## src/rtl/clk_period_meter.sv

```systemverilog
// clk_period_meter: single-shot measurement of the period and high time of a
// slow, asynchronous clock-like input, counted in i_clk cycles.
module clk_period_meter #(
   parameter int unsigned WIDTH   = 16,
   parameter int unsigned TIMEOUT = 65535
) (
   input  logic             i_clk,
   input  logic             i_rst_n,
   input  logic             i_meas_clk,
   input  logic             i_start,
   output logic             o_busy,
   output logic             o_valid,
   output logic             o_timeout,
   output logic [WIDTH-1:0] o_period,
   output logic [WIDTH-1:0] o_high
);

   // Counter limits: the period counter saturates at all-ones, the edge wait
   // aborts when the wait count is about to reach TIMEOUT.
   localparam logic [WIDTH-1:0] CNT_MAX  = {WIDTH{1'b1}};
   localparam logic [WIDTH-1:0] WAIT_END = WIDTH'(TIMEOUT - 1);

   typedef enum logic [2:0] {
      S_IDLE,
      S_ARM,
      S_HIGH,
      S_LOW,
      S_DONE
   } state_t;

   state_t           state_q, state_d;
   logic [1:0]       sync_q;
   logic             dly_q;
   logic             meas_s;
   logic             rise_p;
   logic             fall_p;
   logic [WIDTH-1:0] cnt_q, cnt_d;
   logic [WIDTH-1:0] wait_q, wait_d;
   logic [WIDTH-1:0] high_q, high_d;
   logic [WIDTH-1:0] cnt_inc;
   logic [WIDTH-1:0] wait_inc;
   logic             wait_end;
   logic             busy_d;
   logic             valid_d;
   logic             timeout_d;
   logic [WIDTH-1:0] period_d;
   logic [WIDTH-1:0] high_out_d;

   // Two-flop synchroniser followed by a delay flop for edge detection.
   always_ff @(posedge i_clk or negedge i_rst_n) begin
      if (!i_rst_n) begin
         sync_q <= 2'b00;
         dly_q  <= 1'b0;
      end else begin
         sync_q <= {sync_q[0], i_meas_clk};
         dly_q  <= sync_q[1];
      end
   end

   // Single-cycle pulses, one per synchronised edge.
   assign meas_s = sync_q[1];
   assign rise_p = meas_s & ~dly_q;
   assign fall_p = ~meas_s & dly_q;

   // Saturating increments and the abort condition for the edge wait.
   assign cnt_inc  = (cnt_q == CNT_MAX) ? cnt_q : cnt_q + WIDTH'(1);
   assign wait_inc = wait_q + WIDTH'(1);
   assign wait_end = (wait_q == WAIT_END);

   // Next-state, counter and registered-output computation.
   always_comb begin
      state_d    = state_q;
      cnt_d      = cnt_q;
      wait_d     = wait_q;
      high_d     = high_q;
      valid_d    = 1'b0;
      timeout_d  = 1'b0;
      period_d   = o_period;
      high_out_d = o_high;

      case (state_q)
         S_IDLE: begin
            if (i_start) begin
               state_d = S_ARM;
               cnt_d   = '0;
               wait_d  = '0;
            end
         end

         // Waiting for a full rising edge; a level already high is ignored.
         S_ARM: begin
            if (rise_p) begin
               state_d = S_HIGH;
               cnt_d   = WIDTH'(1);
               wait_d  = '0;
            end else if (wait_end) begin
               state_d    = S_IDLE;
               timeout_d  = 1'b1;
               period_d   = '0;
               high_out_d = '0;
            end else begin
               wait_d = wait_inc;
            end
         end

         // High phase: counter keeps running, capture high time on the fall.
         S_HIGH: begin
            cnt_d = cnt_inc;
            if (fall_p) begin
               state_d = S_LOW;
               high_d  = cnt_q;
               wait_d  = '0;
            end else if (wait_end) begin
               state_d    = S_IDLE;
               timeout_d  = 1'b1;
               period_d   = '0;
               high_out_d = '0;
            end else begin
               wait_d = wait_inc;
            end
         end

         // Low phase: the next rise closes the period and publishes results.
         S_LOW: begin
            cnt_d = cnt_inc;
            if (rise_p) begin
               state_d    = S_DONE;
               period_d   = cnt_q;
               high_out_d = high_q;
               valid_d    = 1'b1;
               wait_d     = '0;
            end else if (wait_end) begin
               state_d    = S_IDLE;
               timeout_d  = 1'b1;
               period_d   = '0;
               high_out_d = '0;
            end else begin
               wait_d = wait_inc;
            end
         end

         S_DONE: begin
            state_d = S_IDLE;
         end

         default: begin
            state_d = S_IDLE;
         end
      endcase

      busy_d = (state_d == S_ARM) || (state_d == S_HIGH) || (state_d == S_LOW);
   end

   // State, counters and output registers.
   always_ff @(posedge i_clk or negedge i_rst_n) begin
      if (!i_rst_n) begin
         state_q   <= S_IDLE;
         cnt_q     <= '0;
         wait_q    <= '0;
         high_q    <= '0;
         o_busy    <= 1'b0;
         o_valid   <= 1'b0;
         o_timeout <= 1'b0;
         o_period  <= '0;
         o_high    <= '0;
      end else begin
         state_q   <= state_d;
         cnt_q     <= cnt_d;
         wait_q    <= wait_d;
         high_q    <= high_d;
         o_busy    <= busy_d;
         o_valid   <= valid_d;
         o_timeout <= timeout_d;
         o_period  <= period_d;
         o_high    <= high_out_d;
      end
   end

endmodule

```

## config.mk

```make
export PLATFORM = sky130hd
export DESIGN_NAME = clk_period_meter
export DESIGN_NICKNAME = d
export VERILOG_FILES = /design/src/rtl/clk_period_meter.sv
export SDC_FILE = /design/constraint.sdc
export NUM_CORES = 1
export LEC_CHECK = 0
export BUFFER_PORTS_ARGS = -buffer_cell sky130_fd_sc_hd__buf_2
export CAP_MARGIN = 0
export CORE_MARGIN = 2
export CORE_UTILIZATION = 61
export CTS_BUF_LIST = sky130_fd_sc_hd__clkbuf_4
export DETAILED_ROUTE_END_ITERATION = 7
export GPL_TIMING_DRIVEN = 1
export PLACE_DENSITY = 0.82
export SETUP_SLACK_MARGIN = 0.5
export SYNTH_ARGS = -nofsm -noshare
export SYNTH_HDL_FRONTEND = slang
export SYNTH_SLANG_ARGS = --single-unit
```

## constraint.sdc

```tcl
create_clock -name i_clk -period 2.7 [get_ports i_clk]
set_input_delay 0.27 -clock i_clk [delete_from_list [all_inputs] [get_ports i_clk]]
set_output_delay 0.27 -clock i_clk [all_outputs]
set_load 0.01 [all_outputs]
```

# Word-level counts from Yosys, hierarchy flattened
# Index checks and enable logic that the tools add are counted.
# W data, S select, Z words.
dict set report word_totals {
  reg_bits 89
  in_bits 4
  ram_bits 0
  n_memories 0
  latchBits 0
  rom_bits 0
}
dict set report classes {
  mul 0
  n_reduce_logical 12
  order_cmp 0
  n_bitwise 4
  n_mux 30
  n_shift 0
  addsub 2
  n_eq_ne 13
  n_div 0
}
# operator count
set op_table {}
lappend op_table {{$mux W16} 14}
lappend op_table {{$pmux W16 S3} 4}
lappend op_table {{$add A16 B1 Y16 const B} 2}
lappend op_table {{$eq A16 B16 Y1 const B} 2}
lappend op_table {{$mux W3} 5}
lappend op_table {{$eq A3 B2 Y1 const B} 4}
lappend op_table {{$pmux W3 S4} 1}
lappend op_table {{$ne A2 B2 Y1 const B} 5}
lappend op_table {{$reduce_bool A3 Y1} 3}
lappend op_table {{$eq A3 B1 Y1 const B} 2}
lappend op_table {{$mux W1} 5}
lappend op_table {{$reduce_and A2 Y1} 2}
lappend op_table {{$reduce_and A4 Y1} 1}
lappend op_table {{$reduce_or A2 Y1} 2}
lappend op_table {{$logic_not A3 Y1} 1}
lappend op_table {{$reduce_and A3 Y1} 1}
lappend op_table {{$and A1 B1 Y1} 2}
lappend op_table {{$logic_or A1 B1 Y1} 2}
lappend op_table {{$not A1 Y1} 2}
lappend op_table {{$pmux W1 S2} 1}

# Logic depth before layout (Yosys ltp)
dict set report depth {
  ltp_word 7
  depth_mapped 9
  depth_no_buf 7
}

# Least setup slack after synthesis
# OpenSTA, ideal clock, no wires.
dict set report synth_timing {
  kind {register to register}
  from {register wait_q[0]}
  to {register o_high[10]}
  setup_time_ps 121
  path_buffers 2
  synth_period_minus_slack_ps 2167
  arrival_time_ps 2046
  path_stages_with_launch 10
  path_slack_ps 533
  cell_sequence {dfrtp_1 inv_1 ha_1 nand4_1 or4_1 buf_2 nor4_4 nor2_2 buf_6 a22o_1}
}
dict set report synth_via {
  elab_chain_len 4
}
# element line
set synth_rtl {}
lappend synth_rtl {{start: declaration} 38} ;# logic [WIDTH-1:0] wait_q, wait_d;
lappend synth_rtl {{start signal: assignment} 169} ;# wait_q <= wait_d;
lappend synth_rtl {{$eq A16 B16 Y1 *} 68} ;# assign wait_end = (wait_q == WAIT_END);
lappend synth_rtl {{$mux W16 *} -}
lappend synth_rtl {{$mux W16, on equally long branches} -}
lappend synth_rtl {{$pmux W16 S3 *} -}
lappend synth_rtl {{end signal: assignment} 175} ;# o_high <= high_out_d;
lappend synth_rtl {{end: declaration} 15} ;# output logic [WIDTH-1:0] o_high
# Every way passes the cells marked *; elsewhere a longest branch is shown, timed or not. The select of a mux whose other input is x is not followed.
# A chain may end at the register's enable or synchronous reset.

# Final worst setup path
dict set report layout_timing {
  from {register wait_q[0]}
  to {register o_period[13]}
}
dict set report layout_via {
  elab_chain_len 4
}
# element line
set layout_rtl {}
lappend layout_rtl {{$eq A16 B16 Y1 *} 68}
lappend layout_rtl {{$mux W16 *} -}
lappend layout_rtl {{$mux W16, on equally long branches} -}
lappend layout_rtl {{$pmux W16 S3 *} -}
lappend layout_rtl {{end signal: assignment} 174} ;# o_period <= period_d;
lappend layout_rtl {{end: declaration} 14} ;# output logic [WIDTH-1:0] o_period,
# Marks and branches as above.

==> out/metrics.yaml <==
final_hold_viol_count: 0
p_leak_nw: 2.124
htreeDepth: 3
place_inst: 463
fin_crit_ns: 2.098
worst_slew_pin_slew_ns: 0.6550
synth_edf_count: 0
pwr-share-clk_pct: 19.2
cts.clk_slew.worst_paths_ns: 0.13
crit_path_end_kind: "flop"
hold_path_depth: 4
r2r-start: "wait_q[0]"
hp-class: "in -> reg"
row_count: 29
track_usage_pct: 24.36
final_common_cell: "dfrtp_1"
n_fill_cell: 473
grt_pass1_vias: 2772
cp-start-kind: "flop"
powerDensity_nw_per_um2: 765.1
grt_max_degree: 48
intPower_mw: 2.138
swShare_pct: 36.23
worst_hold_path.endpoint: "state_q[0]"
max-slew-margin-rel_pct: 56.23
cts_tree: "built"
port_buffers: 38
antenna_left: 0
area_growth_pct: 11.60
status: "finished, final reports clean"
rsz0062_at_grt: "false"
yosysSeqAreaShare_pct: 56.72
die_x_um: 84.23
p_sw_mw: 1.215
instances_no_fill: 486
insertion_delay_ns: 0.42
fin_crit_sh_pct: 77.69
max_freq_ghz: 0.4767
drtIter0Drc: 306
clockBufferDepth: 2
comb_power_share_pct: 30.3
netlist_area_um2: 3926
most-common-layout-cells: "dfrtp_1, buf_2, a22o_1"
start_util_pct: 62.55
ios: 39
antenna_found_initial: 0
diodes: 0
die_area_um2: 7094
post_drt_wl_per_cell_um: 16.78
cts_num_sinks: 89
fin_nets: 411
synthCells: 357
cts_root_buffer: "clkbuf_4"
gp_congestion: 0.8640
critical_path_class: "reg -> reg"
grt_pass1_wl_mm: 13.77
r2r_setup_slack_ns: 0.60
worstPathArrival_ns: 2.41
ys_warn_count: 0
synth_ff_type: "dfrtp_1"
share_seq_of_total_power_pct: 50.5
setup_viol: 0
vdd_drop_max_mv: 0.5072
dp_hpwl_mm: 5.525
slew_violations: 0
cts_buffers: 9
first_pass_iters: 5
fin_setup_tns_ns: 0
postSynth.asyncResetShare_pct: 100.0
drive_gt1_share_pct: 20.54
syn_avg_cell_area_um2: 11.00
holdCritStartpoint: "i_start"
avgViaCountPerCell: 6.218
cp.required_ns: 3.01
die_height_um: 84.23
num_vias: 3022
synth_cell_types: 46
reg2reg_to: "o_period[13]"
cap_viol_max_count: 0
ys_ff_latch: 89
reg2reg_depth: 8
overflow: 0
core_area_um2: 6277
crit_fanout: 32
routed_wl_mm: 8.156
drc: 0
syn_nets: 364
skew_ns: 0.01531
-- kinds of logic (layout without fill, tap and decap cells) --
family,after synthesis,count (layout),synth area share [%]
AOI/OAI and AO/OA,99,99,17.65
xor gates and xnor gates,9,9,2.008
adders and majority gates,3,3,0.9561
buffers and inverters,28,80,3.410
DFF,89,89,56.72
muxes,13,13,3.728
and+or+nand+nor,116,116,15.52
-- sequential cells by signal, summed over array words and instances, names as in the netlist, 2 cells and up --
register  cells
state_q       3
cnt_q        16
wait_q       16
sync_q        2
high_q       16
o_period     16
o_high       16
-- routing by layer --
metal,vias to the layer above,routed length (um),global-route usage (%)
li1,1428,-,-
met1,1475,3975,39.18
met2,106,3590,33.19
met3,13,480,4.228
met4,0,110,9.091
met5,-,0,0
-- synth_stat cells (2+ instances only) --
cell type / instances / area [um2]
nand4_1: 13 / 81.33
buf_2: 5 / 25.02
o21ai_1: 7 / 35.03
nand2b_1: 4 / 25.02
o31ai_1: 2 / 15.01
nor2_2: 2 / 12.51
o21ai_0: 14 / 70.07
a21oi_1: 15 / 75.07
nor3_1: 11 / 55.05
buf_6: 3 / 33.78
nor4_1: 2 / 12.51
and3_1: 6 / 37.54
o21bai_1: 2 / 15.01
o211ai_1: 6 / 45.04
dfrtp_1: 89 / 2227
nand3_1: 14 / 70.07
inv_1: 8 / 30.03
a22o_1: 32 / 280.3
and4_1: 4 / 35.03
nor2_1: 25 / 93.84
or2_1: 2 / 12.51
nand2_1: 21 / 78.83
clkbuf_1: 11 / 41.29
or4_1: 3 / 22.52
and2_1: 4 / 25.02
ha_1: 3 / 37.54
mux2_2: 9 / 101.4
xor2_1: 8 / 70.07
a21o_1: 2 / 15.01
mux2_1: 4 / 45.04
a31oi_1: 8 / 50.05
o21a_1: 2 / 15.01
or3_1: 3 / 18.77
-- power groups by stage --
stage	registers (mW)	clock network (mW)	logic, mW
floorplan	1.68	0	0.677
global placement	1.71	0	0.922
detailed placement	1.73	0	0.949
CTS	1.69	0.657	0.992
global route	1.72	0.714	1.12
finish	1.69	0.643	1.02
-- final cells by class --
type	instances	area (um2)	share of cell area (%)
clock buffer	11	82.58	1.885
clock inverter	5	31.28	0.7139
inverter	9	33.78	0.7710
multi-input combinational	240	1573	35.89
sequential	89	2227	50.83
tap	77	96.34	2.199
timing repair buffer	55	337.8	7.710
-- critical path, cell delays in order (launching register included) --
cell	delay [ns]
dfrtp_1	0.40
inv_1	0.07
ha_1	0.17
nand4_1	0.15
or4_4	0.60
nor4_4	0.16
nor2_2	0.07
buf_12	0.16
a22o_1	0.19
-- worst max path at each step --
stage,from,endpoint,slack (ns),cells after the start
2_1_floorplan,wait_q[0],o_high[10],0.53,9
3_3_place_gp,wait_q[0],o_period[13],0.36,8
3_5_place_dp,wait_q[0],o_high[10],0.29,8
4_1_cts,state_q[2],cnt_q[6],0.55,6
5_1_grt,wait_q[0],o_period[13],0.54,8
6_report,wait_q[0],o_period[13],0.60,8
-- metrics by stage --
| step | hold slack [ns] | worst slack [ns] | cell area [um2] | power [mW] | utilization (%) |
|---|---|---|---|---|---|
| after floorplan | -0.02559 | 0.5326 | 3926 | 2.358 | - |
| after global placement | 0.3035 | 0.3588 | 4190 | 2.637 | 66.75 |
| after detailed placement | 0.3117 | 0.2860 | 4190 | 2.677 | 66.75 |
| after CTS | 0.2810 | 0.5541 | 4347 | 3.337 | 69.24 |
| after global routing | 0.3057 | 0.5373 | 4382 | 3.560 | 69.80 |
| final | 0.2902 | 0.6023 | 4382 | 3.353 | 69.80 |
-- repair_timing --
item	4_1_cts	5_1_grt
setup buffers	2	3
hold buffers	2	0
setup endpoints to repair	32	41
gates resized for setup	2	3
endpoints found under the hold margin	46	0
pin swaps	1	2
Note: power is estimated with default switching activity, not from simulation.
